File: src/rtl/ode_step_commit_if.sv
// Control, step/time and register-file port bundle for the ODE step commit stage.
interface ode_step_commit_if #(
  parameter int WORD_SIZE     = 16,
  parameter int ADDRESS_WIDTH = 4
);
  logic                     init;
  logic                     commit;
  logic [WORD_SIZE-1:0]     step_in;
  logic [WORD_SIZE-1:0]     n_in;
  logic [WORD_SIZE-1:0]     t0_in;
  logic [WORD_SIZE-1:0]     t_final_in;
  logic [ADDRESS_WIDTH-1:0] x0_base;
  logic [ADDRESS_WIDTH-1:0] x1_base;
  logic [WORD_SIZE-1:0]     mem_rd_data;
  logic [ADDRESS_WIDTH-1:0] mem_rd_addr;
  logic [ADDRESS_WIDTH-1:0] mem_wr_addr;
  logic [WORD_SIZE-1:0]     mem_wr_data;
  logic                     mem_wr_en;
  logic                     busy;
  logic                     commit_done;
  logic [WORD_SIZE-1:0]     next_step;
  logic                     next_step_valid;
  logic [WORD_SIZE-1:0]     time_out;
  logic                     finished;
  logic                     overflow;

  modport master (
    output init, commit, step_in, n_in, t0_in, t_final_in, x0_base, x1_base,
           mem_rd_data,
    input  mem_rd_addr, mem_wr_addr, mem_wr_data, mem_wr_en, busy, commit_done,
           next_step, next_step_valid, time_out, finished, overflow
  );

  modport slave (
    input  init, commit, step_in, n_in, t0_in, t_final_in, x0_base, x1_base,
           mem_rd_data,
    output mem_rd_addr, mem_wr_addr, mem_wr_data, mem_wr_en, busy, commit_done,
           next_step, next_step_valid, time_out, finished, overflow
  );
endinterface

File: src/rtl/ode_step_commit.sv
// Commits an accepted ODE step: copies x1 over x0, advances t by h and
// produces the next step, clamped so t lands exactly on t_final.
module ode_step_commit #(
  parameter int WORD_SIZE     = 16,
  parameter int ADDRESS_WIDTH = 4
) (
  input logic              clk,
  input logic              rst,
  ode_step_commit_if.slave bus
);

  typedef enum logic [1:0] {IDLE, COPY, UPDATE, DONE} state_e;

  state_e                        state_q, state_d;
  logic signed [WORD_SIZE-1:0]   t_q, t_d;
  logic signed [WORD_SIZE-1:0]   tf_q, tf_d;
  logic signed [WORD_SIZE-1:0]   h_q, h_d;
  logic signed [WORD_SIZE-1:0]   next_step_q, next_step_d;
  logic [WORD_SIZE-1:0]          n_q, n_d;
  logic [WORD_SIZE-1:0]          i_q, i_d;
  logic                          finished_q, finished_d;
  logic                          overflow_q, overflow_d;

  logic signed [WORD_SIZE-1:0]   sum;
  logic                          sum_ovf;
  logic signed [WORD_SIZE-1:0]   t_new;
  logic signed [WORD_SIZE:0]     rem;
  logic signed [WORD_SIZE:0]     h_ext;
  logic                          rem_pos;
  logic                          last_word;

  // Step arithmetic; only consumed in UPDATE. rem is one bit wider so tf - t
  // cannot wrap even when t has just saturated or h is negative.
  always_comb begin
    sum       = t_q + h_q;
    sum_ovf   = (t_q[WORD_SIZE-1] == h_q[WORD_SIZE-1]) &&
                (sum[WORD_SIZE-1] != t_q[WORD_SIZE-1]);
    t_new     = sum_ovf ? tf_q : sum;
    rem       = {tf_q[WORD_SIZE-1], tf_q} - {t_new[WORD_SIZE-1], t_new};
    h_ext     = {h_q[WORD_SIZE-1], h_q};
    rem_pos   = !rem[WORD_SIZE] && (rem != '0);
    last_word = (i_q == n_q - WORD_SIZE'(1));
  end

  // NOTE: every signal driven here gets a default first, so no path can
  // leave one unassigned and infer a latch.
  always_comb begin
    state_d         = state_q;
    t_d             = t_q;
    tf_d            = tf_q;
    h_d             = h_q;
    n_d             = n_q;
    i_d             = i_q;
    next_step_d     = next_step_q;
    finished_d      = finished_q;
    overflow_d      = overflow_q;
    bus.mem_rd_addr = '0;
    bus.mem_wr_addr = '0;
    bus.mem_wr_data = '0;
    bus.mem_wr_en   = 1'b0;

    unique case (state_q)
      IDLE: begin
        if (bus.init) begin
          t_d        = bus.t0_in;
          tf_d       = bus.t_final_in;
          finished_d = 1'b0;
          overflow_d = 1'b0;
        end else if (bus.commit && !finished_q) begin
          h_d     = bus.step_in;
          n_d     = bus.n_in;
          i_d     = '0;
          state_d = (bus.n_in == '0) ? UPDATE : COPY;
        end
      end

      COPY: begin
        bus.mem_rd_addr = bus.x1_base + i_q[ADDRESS_WIDTH-1:0];
        bus.mem_wr_addr = bus.x0_base + i_q[ADDRESS_WIDTH-1:0];
        bus.mem_wr_data = bus.mem_rd_data;
        bus.mem_wr_en   = 1'b1;
        i_d             = i_q + WORD_SIZE'(1);
        if (last_word) state_d = UPDATE;
      end

      UPDATE: begin
        // next_step is settled here so it is already valid while DONE pulses.
        t_d = t_new;
        if (sum_ovf) begin
          overflow_d = 1'b1;
          finished_d = 1'b1;
        end
        if (!rem_pos) begin
          finished_d  = 1'b1;
          next_step_d = h_q;
        end else if (rem < h_ext) begin
          next_step_d = rem[WORD_SIZE-1:0];
        end else begin
          next_step_d = h_q;
        end
        state_d = DONE;
      end

      DONE: state_d = IDLE;

      default: state_d = IDLE;
    endcase
  end

  // NOTE: state registers use non-blocking assignments so every flop samples
  // the pre-edge value of every other flop.
  always_ff @(posedge clk) begin
    if (rst) begin
      state_q     <= IDLE;
      t_q         <= '0;
      tf_q        <= '0;
      h_q         <= '0;
      n_q         <= '0;
      i_q         <= '0;
      next_step_q <= '0;
      finished_q  <= 1'b0;
      overflow_q  <= 1'b0;
    end else begin
      state_q     <= state_d;
      t_q         <= t_d;
      tf_q        <= tf_d;
      h_q         <= h_d;
      n_q         <= n_d;
      i_q         <= i_d;
      next_step_q <= next_step_d;
      finished_q  <= finished_d;
      overflow_q  <= overflow_d;
    end
  end

  assign bus.busy            = (state_q != IDLE);
  assign bus.commit_done     = (state_q == DONE);
  assign bus.next_step_valid = (state_q == DONE);
  assign bus.next_step       = next_step_q;
  assign bus.time_out        = t_q;
  assign bus.finished        = finished_q;
  assign bus.overflow        = overflow_q;

endmodule

File: src/flat_wrapper.sv
// flat-port wrapper written by rule: the top's interface ports become plain ports
module ode_step_commit_flat 
#(
  parameter int WORD_SIZE     = 16,
  parameter int ADDRESS_WIDTH = 4
)
  (clk, rst, bus_init, bus_commit, bus_step_in, bus_n_in, bus_t0_in, bus_t_final_in, bus_x0_base, bus_x1_base, bus_mem_rd_data, bus_mem_rd_addr, bus_mem_wr_addr, bus_mem_wr_data, bus_mem_wr_en, bus_busy, bus_commit_done, bus_next_step, bus_next_step_valid, bus_time_out, bus_finished, bus_overflow);
  ode_step_commit_if #(.WORD_SIZE(WORD_SIZE), .ADDRESS_WIDTH(ADDRESS_WIDTH)) bus_i ();
  input logic clk;
  input logic rst;
  input wire logic [$bits(bus_i.init)-1:0] bus_init;
  input wire logic [$bits(bus_i.commit)-1:0] bus_commit;
  input wire logic [$bits(bus_i.step_in)-1:0] bus_step_in;
  input wire logic [$bits(bus_i.n_in)-1:0] bus_n_in;
  input wire logic [$bits(bus_i.t0_in)-1:0] bus_t0_in;
  input wire logic [$bits(bus_i.t_final_in)-1:0] bus_t_final_in;
  input wire logic [$bits(bus_i.x0_base)-1:0] bus_x0_base;
  input wire logic [$bits(bus_i.x1_base)-1:0] bus_x1_base;
  input wire logic [$bits(bus_i.mem_rd_data)-1:0] bus_mem_rd_data;
  output wire logic [$bits(bus_i.mem_rd_addr)-1:0] bus_mem_rd_addr;
  output wire logic [$bits(bus_i.mem_wr_addr)-1:0] bus_mem_wr_addr;
  output wire logic [$bits(bus_i.mem_wr_data)-1:0] bus_mem_wr_data;
  output wire logic [$bits(bus_i.mem_wr_en)-1:0] bus_mem_wr_en;
  output wire logic [$bits(bus_i.busy)-1:0] bus_busy;
  output wire logic [$bits(bus_i.commit_done)-1:0] bus_commit_done;
  output wire logic [$bits(bus_i.next_step)-1:0] bus_next_step;
  output wire logic [$bits(bus_i.next_step_valid)-1:0] bus_next_step_valid;
  output wire logic [$bits(bus_i.time_out)-1:0] bus_time_out;
  output wire logic [$bits(bus_i.finished)-1:0] bus_finished;
  output wire logic [$bits(bus_i.overflow)-1:0] bus_overflow;
  assign bus_i.init = bus_init;
  assign bus_i.commit = bus_commit;
  assign bus_i.step_in = bus_step_in;
  assign bus_i.n_in = bus_n_in;
  assign bus_i.t0_in = bus_t0_in;
  assign bus_i.t_final_in = bus_t_final_in;
  assign bus_i.x0_base = bus_x0_base;
  assign bus_i.x1_base = bus_x1_base;
  assign bus_i.mem_rd_data = bus_mem_rd_data;
  assign bus_mem_rd_addr = bus_i.mem_rd_addr;
  assign bus_mem_wr_addr = bus_i.mem_wr_addr;
  assign bus_mem_wr_data = bus_i.mem_wr_data;
  assign bus_mem_wr_en = bus_i.mem_wr_en;
  assign bus_busy = bus_i.busy;
  assign bus_commit_done = bus_i.commit_done;
  assign bus_next_step = bus_i.next_step;
  assign bus_next_step_valid = bus_i.next_step_valid;
  assign bus_time_out = bus_i.time_out;
  assign bus_finished = bus_i.finished;
  assign bus_overflow = bus_i.overflow;
  ode_step_commit #(.WORD_SIZE(WORD_SIZE), .ADDRESS_WIDTH(ADDRESS_WIDTH)) u_core (.clk(clk), .rst(rst), .bus(bus_i));
endmodule
File: config.mk
export PLATFORM = sky130hd
export DESIGN_NAME = ode_step_commit_flat
export DESIGN_NICKNAME = d
export VERILOG_FILES = /design/src/rtl/ode_step_commit_if.sv /design/src/rtl/ode_step_commit.sv /design/src/flat_wrapper.sv
export SDC_FILE = /design/constraint.sdc
export NUM_CORES = 1
export LEC_CHECK = 0
export ABC_AREA = 0
export CORE_ASPECT_RATIO = 0.8
export CORE_MARGIN = 2
export CORE_UTILIZATION = 51
export CTS_CLUSTER_DIAMETER = 150
export DETAILED_ROUTE_END_ITERATION = 8
export PLACE_DENSITY = 0.79
export SYNTH_ARGS = -nofsm -noshare
export SYNTH_HDL_FRONTEND = slang
export SYNTH_SLANG_ARGS = --single-unit
File: constraint.sdc
create_clock -name clk -period 8.58 [get_ports clk]
set_clock_uncertainty 0.2 [all_clocks]
set_input_delay 1.716 -clock clk [delete_from_list [all_inputs] [get_ports clk]]
set_output_delay 1.716 -clock clk [all_outputs]
set_load 0.05 [all_outputs]
## Word level (Yosys, flattened, before mapping)

Cells that the tools add are included.
W data, S select, Z words.

| word-level totals | value |
|---|---|
| output and inout bits | 62 |
| flip-flop bits (word level) | 100 |

| cells by class | value |
|---|---|
| bitwise operators | 1 |
| order comparisons | 1 |
| equality and inequality tests | 12 |
| add/sub/neg operators | 6 |
| reduce and logical (&&, ||, !) cells | 18 |
| mux-type cells | 22 |

Operator list:

| operator | count |
|---|---|
| $mux W16 | 7 |
| $pmux W16 S2 | 2 |
| $lt A17 B16 Y1 | 1 |
| $reduce_bool A17 Y1 | 1 |
| $sub A16 B16 Y17 | 1 |
| $add A16 B1 Y16 const B | 1 |
| $add A16 B16 Y16 | 1 |
| $eq A16 B16 Y1 | 1 |
| $logic_not A16 Y1 | 1 |
| $sub A16 B1 Y16 const B | 1 |
| $reduce_and A3 Y1 | 5 |
| $add A4 B4 Y4 | 2 |
| $mux W2 | 4 |
| $mux W4 | 2 |
| $pmux W2 S4 | 1 |
| $ne A2 B1 Y1 const B | 3 |
| $reduce_bool A2 Y1 | 3 |
| $eq A2 B2 Y1 const B | 2 |
| $mux W1 | 4 |
| $ne A2 B2 Y1 const B | 2 |
| $pmux W1 S2 | 2 |
| $reduce_and A2 Y1 | 2 |
| $logic_and A1 B1 Y1 | 3 |
| $ne A3 B2 Y1 const B | 1 |
| 6 further kinds | 7 |

## Logic depth before layout (Yosys ltp)

| depth | value |
|---|---|
| word-level depth | 9 |
| mapped depth | 32 |
| mapped depth without buffers | 31 |

## Worst setup path after synthesis

No wires, ideal clock.

| timing path | value |
|---|---|
| kind | register to register |
| start point | register u_core.t_q[0] (netlist: u_core.bus.time_out[0]) |
| end point | register u_core.next_step_q[4] (netlist: u_core.bus.next_step[4]) |
| period minus slack after synthesis | 6513 ps |
| setup time | 131 ps |
| stages on the path, launching flop included | 32 |
| data arrival time | 6182 ps |
| required time | 8249 ps |
| path slack | 2067 ps |
| cells stage by stage | dfxtp_1 ha_1 fa_1 a21o_1 a21oi_1 o21bai_1 a21oi_1 o21bai_1 a21oi_1 o21ai_0 a21o_1 a21oi_1 xor2_1 o21a_1 ha_1 clkbuf_1 inv_1 nor4_1 a21oi_1 a41o_1 a21oi_1 xnor2_1 inv_1 ha_1 a2111oi_0 a21oi_1 a221oi_1 o211ai_1 buf_6 buf_4 o211ai_2 a21oi_2 |

| between the ends | value |
|---|---|
| longest elaborated chain between the ends | 8 |

Ends and longest elaborated chain:

| item | line | text |
|---|---|---|
| start, declared | ode_step_commit.sv:15 | `logic signed [WORD_SIZE-1:0] t_q, t_d;` |
| start signal, assigned | ode_step_commit.sv:125 | `t_q <= t_d;` |
| $add A16 B16 Y16 (*) | ode_step_commit.sv:35 | `sum = t_q + h_q;` |
| $ne A1 B1 Y1 | ode_step_commit.sv:37 | `(sum[WORD_SIZE-1] != t_q[WORD_SIZE-1]);` |
| $logic_and A1 B1 Y1 | ode_step_commit.sv:36 | `sum_ovf = (t_q[WORD_SIZE-1] == h_q[WORD_SIZE-1]) &&` |
| $mux W16 (*) | ode_step_commit.sv:38 | `t_new = sum_ovf ? tf_q : sum;` |
| $sub A16 B16 Y17 (*) | ode_step_commit.sv:39 | `rem = {tf_q[WORD_SIZE-1], tf_q} - {t_new[WORD_SIZE-1], t_new};` |
| $lt A17 B16 Y1 (tied with other cells) | ode_step_commit.sv:96 | `end else if (rem < h_ext) begin` |
| $mux W16 or $logic_and A1 B1 Y1 (tied branches) | ode_step_commit.sv:96, ode_step_commit.sv:41 |  |
| $mux W16 (*) | ode_step_commit.sv:93 | `if (!rem_pos) begin` |
| end signal, assigned | ode_step_commit.sv:130 | `next_step_q <= next_step_d;` |
| end, declared | ode_step_commit.sv:18 | `logic signed [WORD_SIZE-1:0] next_step_q, next_step_d;` |

Every way passes the cells marked *; elsewhere a longest branch is shown, timed or not.
A chain may end at the register's enable or synchronous reset.

## Worst setup path after layout

| timing path | value |
|---|---|
| start point | register u_core.h_q[10] |
| end point | register u_core.next_step_q[9] (netlist: u_core.bus.next_step[9]) |

| between the ends | value |
|---|---|
| longest elaborated chain between the ends | 8 |

Ends and longest elaborated chain:

| item | line | text |
|---|---|---|
| start, declared | ode_step_commit.sv:17 | `logic signed [WORD_SIZE-1:0] h_q, h_d;` |
| start signal, assigned | ode_step_commit.sv:117 | `h_q <= '0;` |
| start signal, assigned | ode_step_commit.sv:127 | `h_q <= h_d;` |
| $add A16 B16 Y16 | ode_step_commit.sv:35 |  |
| $ne A1 B1 Y1 | ode_step_commit.sv:37 |  |
| $logic_and A1 B1 Y1 | ode_step_commit.sv:36 |  |
| $mux W16 | ode_step_commit.sv:38 |  |
| $sub A16 B16 Y17 | ode_step_commit.sv:39 |  |
| $lt A17 B16 Y1 (tied with other cells) | ode_step_commit.sv:96 |  |
| $mux W16 or $logic_and A1 B1 Y1 (tied branches) | ode_step_commit.sv:96, ode_step_commit.sv:41 |  |
| $mux W16 (*) | ode_step_commit.sv:93 |  |

Marks and branches as above.

==> results.md <==
- Fill cell count: 1,313
- Post-Syn Area: 7860 µm²
- Number of synthesized flops with an enable pin: 0
- CTS tree: built
- Worst Hold Depth: 2
- Data required time at the worst endpoint: 8.66 ns
- Vias: 8,045
- Yosys top cell area share: 0.255
- Max-Cap Viols: 0
- Reg2Reg Depth: 26
- GRT Overall Usage: 0.292
- Setup TNS: 0 ns
- R2r setup slk: 0.97 ns
- IO Pins: 154
- Most common cell on crit path: a21oi_1
- Worst EP arrival: 7.70 ns
- DIE AREA: 16,400 µm²
- Final Power: 3.33 mW
- Ys flop type: dfxtp_1
- Tmin final: 7.61 ns
- CTS buffer count: 9
- Final std cells w/o fill: 1,372
- Kind of end point of the critical path: flip-flop
- Commonest non-fill, non-tap cell in the layout: clkdlybuf4s50_1
- # rows: 40
- Seq/Total Area, Yosys: 0.255
- Starting Density: 0.522
- Sequential Area: 2000 µm²
- Post-synthesis area per instance: 7.56 µm²
- Final hold violations: 0
- Syn_nets: 1,191
- CP Max Fanout: 29
- Hpwl dp: 18,600 µm
- Largest net degree at the start of global routing: 64
- Async set-or-reset flop fraction in the synthesized netlist: 0
- Global-route wire length before repair: 38,000 µm
- Final #Nets: 1,308
- Skew-Pair Late Insertion Delay: 0.37 ns
- Multi-input combinational cell area: 5380 µm²
- Area growth from synthesis to layout: 24.4%
- RSZ-0062 raised after global routing: false
- GRT Residual Overflow: 0
- CTS Hold Bufs: 0
- H-tree lvl count: 3
- Post_cts resized: 0
- Commonest non-fill, non-tap cells in the layout: 152 x clkdlybuf4s50_1, 148 x nand2_1, 126 x a21oi_1
- Number of global-route vias before repair: 7,199
- Yosys reg bits: 100
- Fmax: 131 MHz
- Min-Delay Endpoint: u_core.tf_q[0]
- Hold Crit Class: flip-flop to flip-flop
- Maximum vdd ir drop: 167 µV
- Critical path startpoint category: flip-flop
- Critical Path Start: u_core.h_q[10]
- Post-Route WL: 24,300 µm
- Drt wl/cell: 17.7 µm
- Dpl cells: 1,356
- Initial antenna violation count: 0
- Hold_sp: u_core.tf_q[0]
- Die height: 115 µm
- R2R Path Start: u_core.h_q[10]
- Final Slew Violations: 0
- # diodes: 0
- Final Setup Violations: 0
- Slew @ Worst Pin: 1.08 ns
- P_leak: 3.76 nW
- Final worst path period share: 0.887
- Via density: 5.86
- Iter 0 DRT Violations: 671
- Drt drc: 0
- GP Congestion: 0.968
- Pwr Density: 341 nW/µm²
- Clk buf depth: 2
- R2r endpoint: u_core.bus.next_step[9]
- Die width: 143 µm
- Outcome: complete, no violations
- Clock root cell: clkbuf_16
- Core Region: 15,100 µm²
- Layout Utilization: 0.649
- Worst path max stage delay: 0.65 ns
- Normalized max-slew margin: 0.272
- Worst setup path class: flip-flop to flip-flop
- DRT Pass-1 Iters: 5
- Crit-path slowest cell: nand2_1
- Count of unique library cells instantiated by Yosys: 86
- Postcts setup bufs: 0
- Clk sinks: 100
- Area leader, netlist: dfxtp_1
- Post-Synthesis Cells: 1,040
- Ranking of synthesized cells by area: dfxtp_1 25%, ha_1 8.8%, a21oi_1 8.1%
- Post-route ant nets: 0
- I/O Buffers: 153
- CTS clk-pin slew, worst paths: 0.08 ns
- Share of cells above drive strength 1: 0.0637
- Syn. warnings: 0
## registers in the layout, indices dropped and copies added, names as in the netlist
name	count
u_core.bus.next_step	16
u_core.state_q	2
u_core.h_q	16
u_core.i_q	16
u_core.bus.finished	1
u_core.bus.time_out	16
u_core.bus.overflow	1
u_core.tf_q	16
u_core.n_q	16
## area by class of cell
class                           instances  area share
Clock buffer                            9      0.0230
Clock inverter                          7     0.00909
Inverter                               58      0.0223
Multi-Input combinational cell        826       0.551
Sequential cell                       100       0.205
Tap cell                              210      0.0269
Timing Repair Buffer                  162       0.163
## worst max-delay path, delay by kind of cell, from the launching register on
kind / cells / cell delay, ns
buf+inv: 3 / 0.53
fa+ha+maj: 3 / 0.99
compound gates: 17 / 4.25
xor+xnor: 1 / 0.36
flops: 1 / 0.39
simple gates: 2 / 0.79
## synth_stat cells, types with 7 or more instances
master / count
nand2_1: 148
and3_1: 9
ha_1: 55
xor2_1: 21
a21oi_1: 127
and4_1: 7
o211ai_1: 11
o211ai_2: 10
nor4_1: 11
nor3_1: 19
a21oi_2: 10
and2_1: 28
a21o_1: 13
inv_1: 56
nor2_1: 88
dfxtp_1: 100
nand4_1: 10
o21a_1: 13
xnor2_1: 31
clkbuf_1: 42
a211oi_1: 18
nand3_1: 16
o21ai_0: 42
## stage by stage
step                      hold WS (ns)  instance area (µm²)  setup WS [ns]
after floorplan                  0.236                 7860           2.07
after global placement           0.243                 9460           1.35
after detailed placement         0.265                 9460           1.17
after CTS                        0.276                 9770           1.12
after global routing             0.285                 9770          0.584
final                            0.272                 9770          0.967
## worst max-delay path by stage
stage | end | slack (ns) | cells past startpoint
5_1_grt | u_core.bus.next_step[1] | 0.58 | 25
4_1_cts | u_core.bus.next_step[9] | 1.12 | 26
3_3_place_gp | u_core.bus.next_step[9] | 1.35 | 26
3_5_place_dp | u_core.bus.next_step[9] | 1.17 | 26
2_1_floorplan | u_core.bus.next_step[4] | 2.07 | 31
6_report | u_core.bus.next_step[9] | 0.97 | 26
## metal layers
metal  routed length [µm]  share of wire  track usage
met1                11900           0.49        0.440
met2                10100           0.42        0.435
met3                 2030          0.083       0.0525
met4                  205         0.0084       0.0614
met5                    0              0            0
## logic make-up (layout without fill, tap and decap cells)
group                      count (synthesis)  count (layout)  share of synthesized area
muxes                                      9               9                     0.0119
and+or+nand+nor                          377             377                      0.227
xor gates and xnor gates                  53              53                     0.0608
adders and majority gates                 59              59                     0.0978
AOI/OAI and AO/OA                        328             328                      0.286
buffers and inverters                    114             236                     0.0610
DFF                                      100             100                      0.255
## power breakdown
part | switching [mW] | internal (mW) | total [mW]
clock | 0.218 | 0.211 | 0.429
combinational | 1.44 | 0.833 | 2.27
sequential | 0.0879 | 0.541 | 0.629
total | 1.75 | 1.59 | 3.33
No activity file was read; power rests on OpenSTA's default activity.
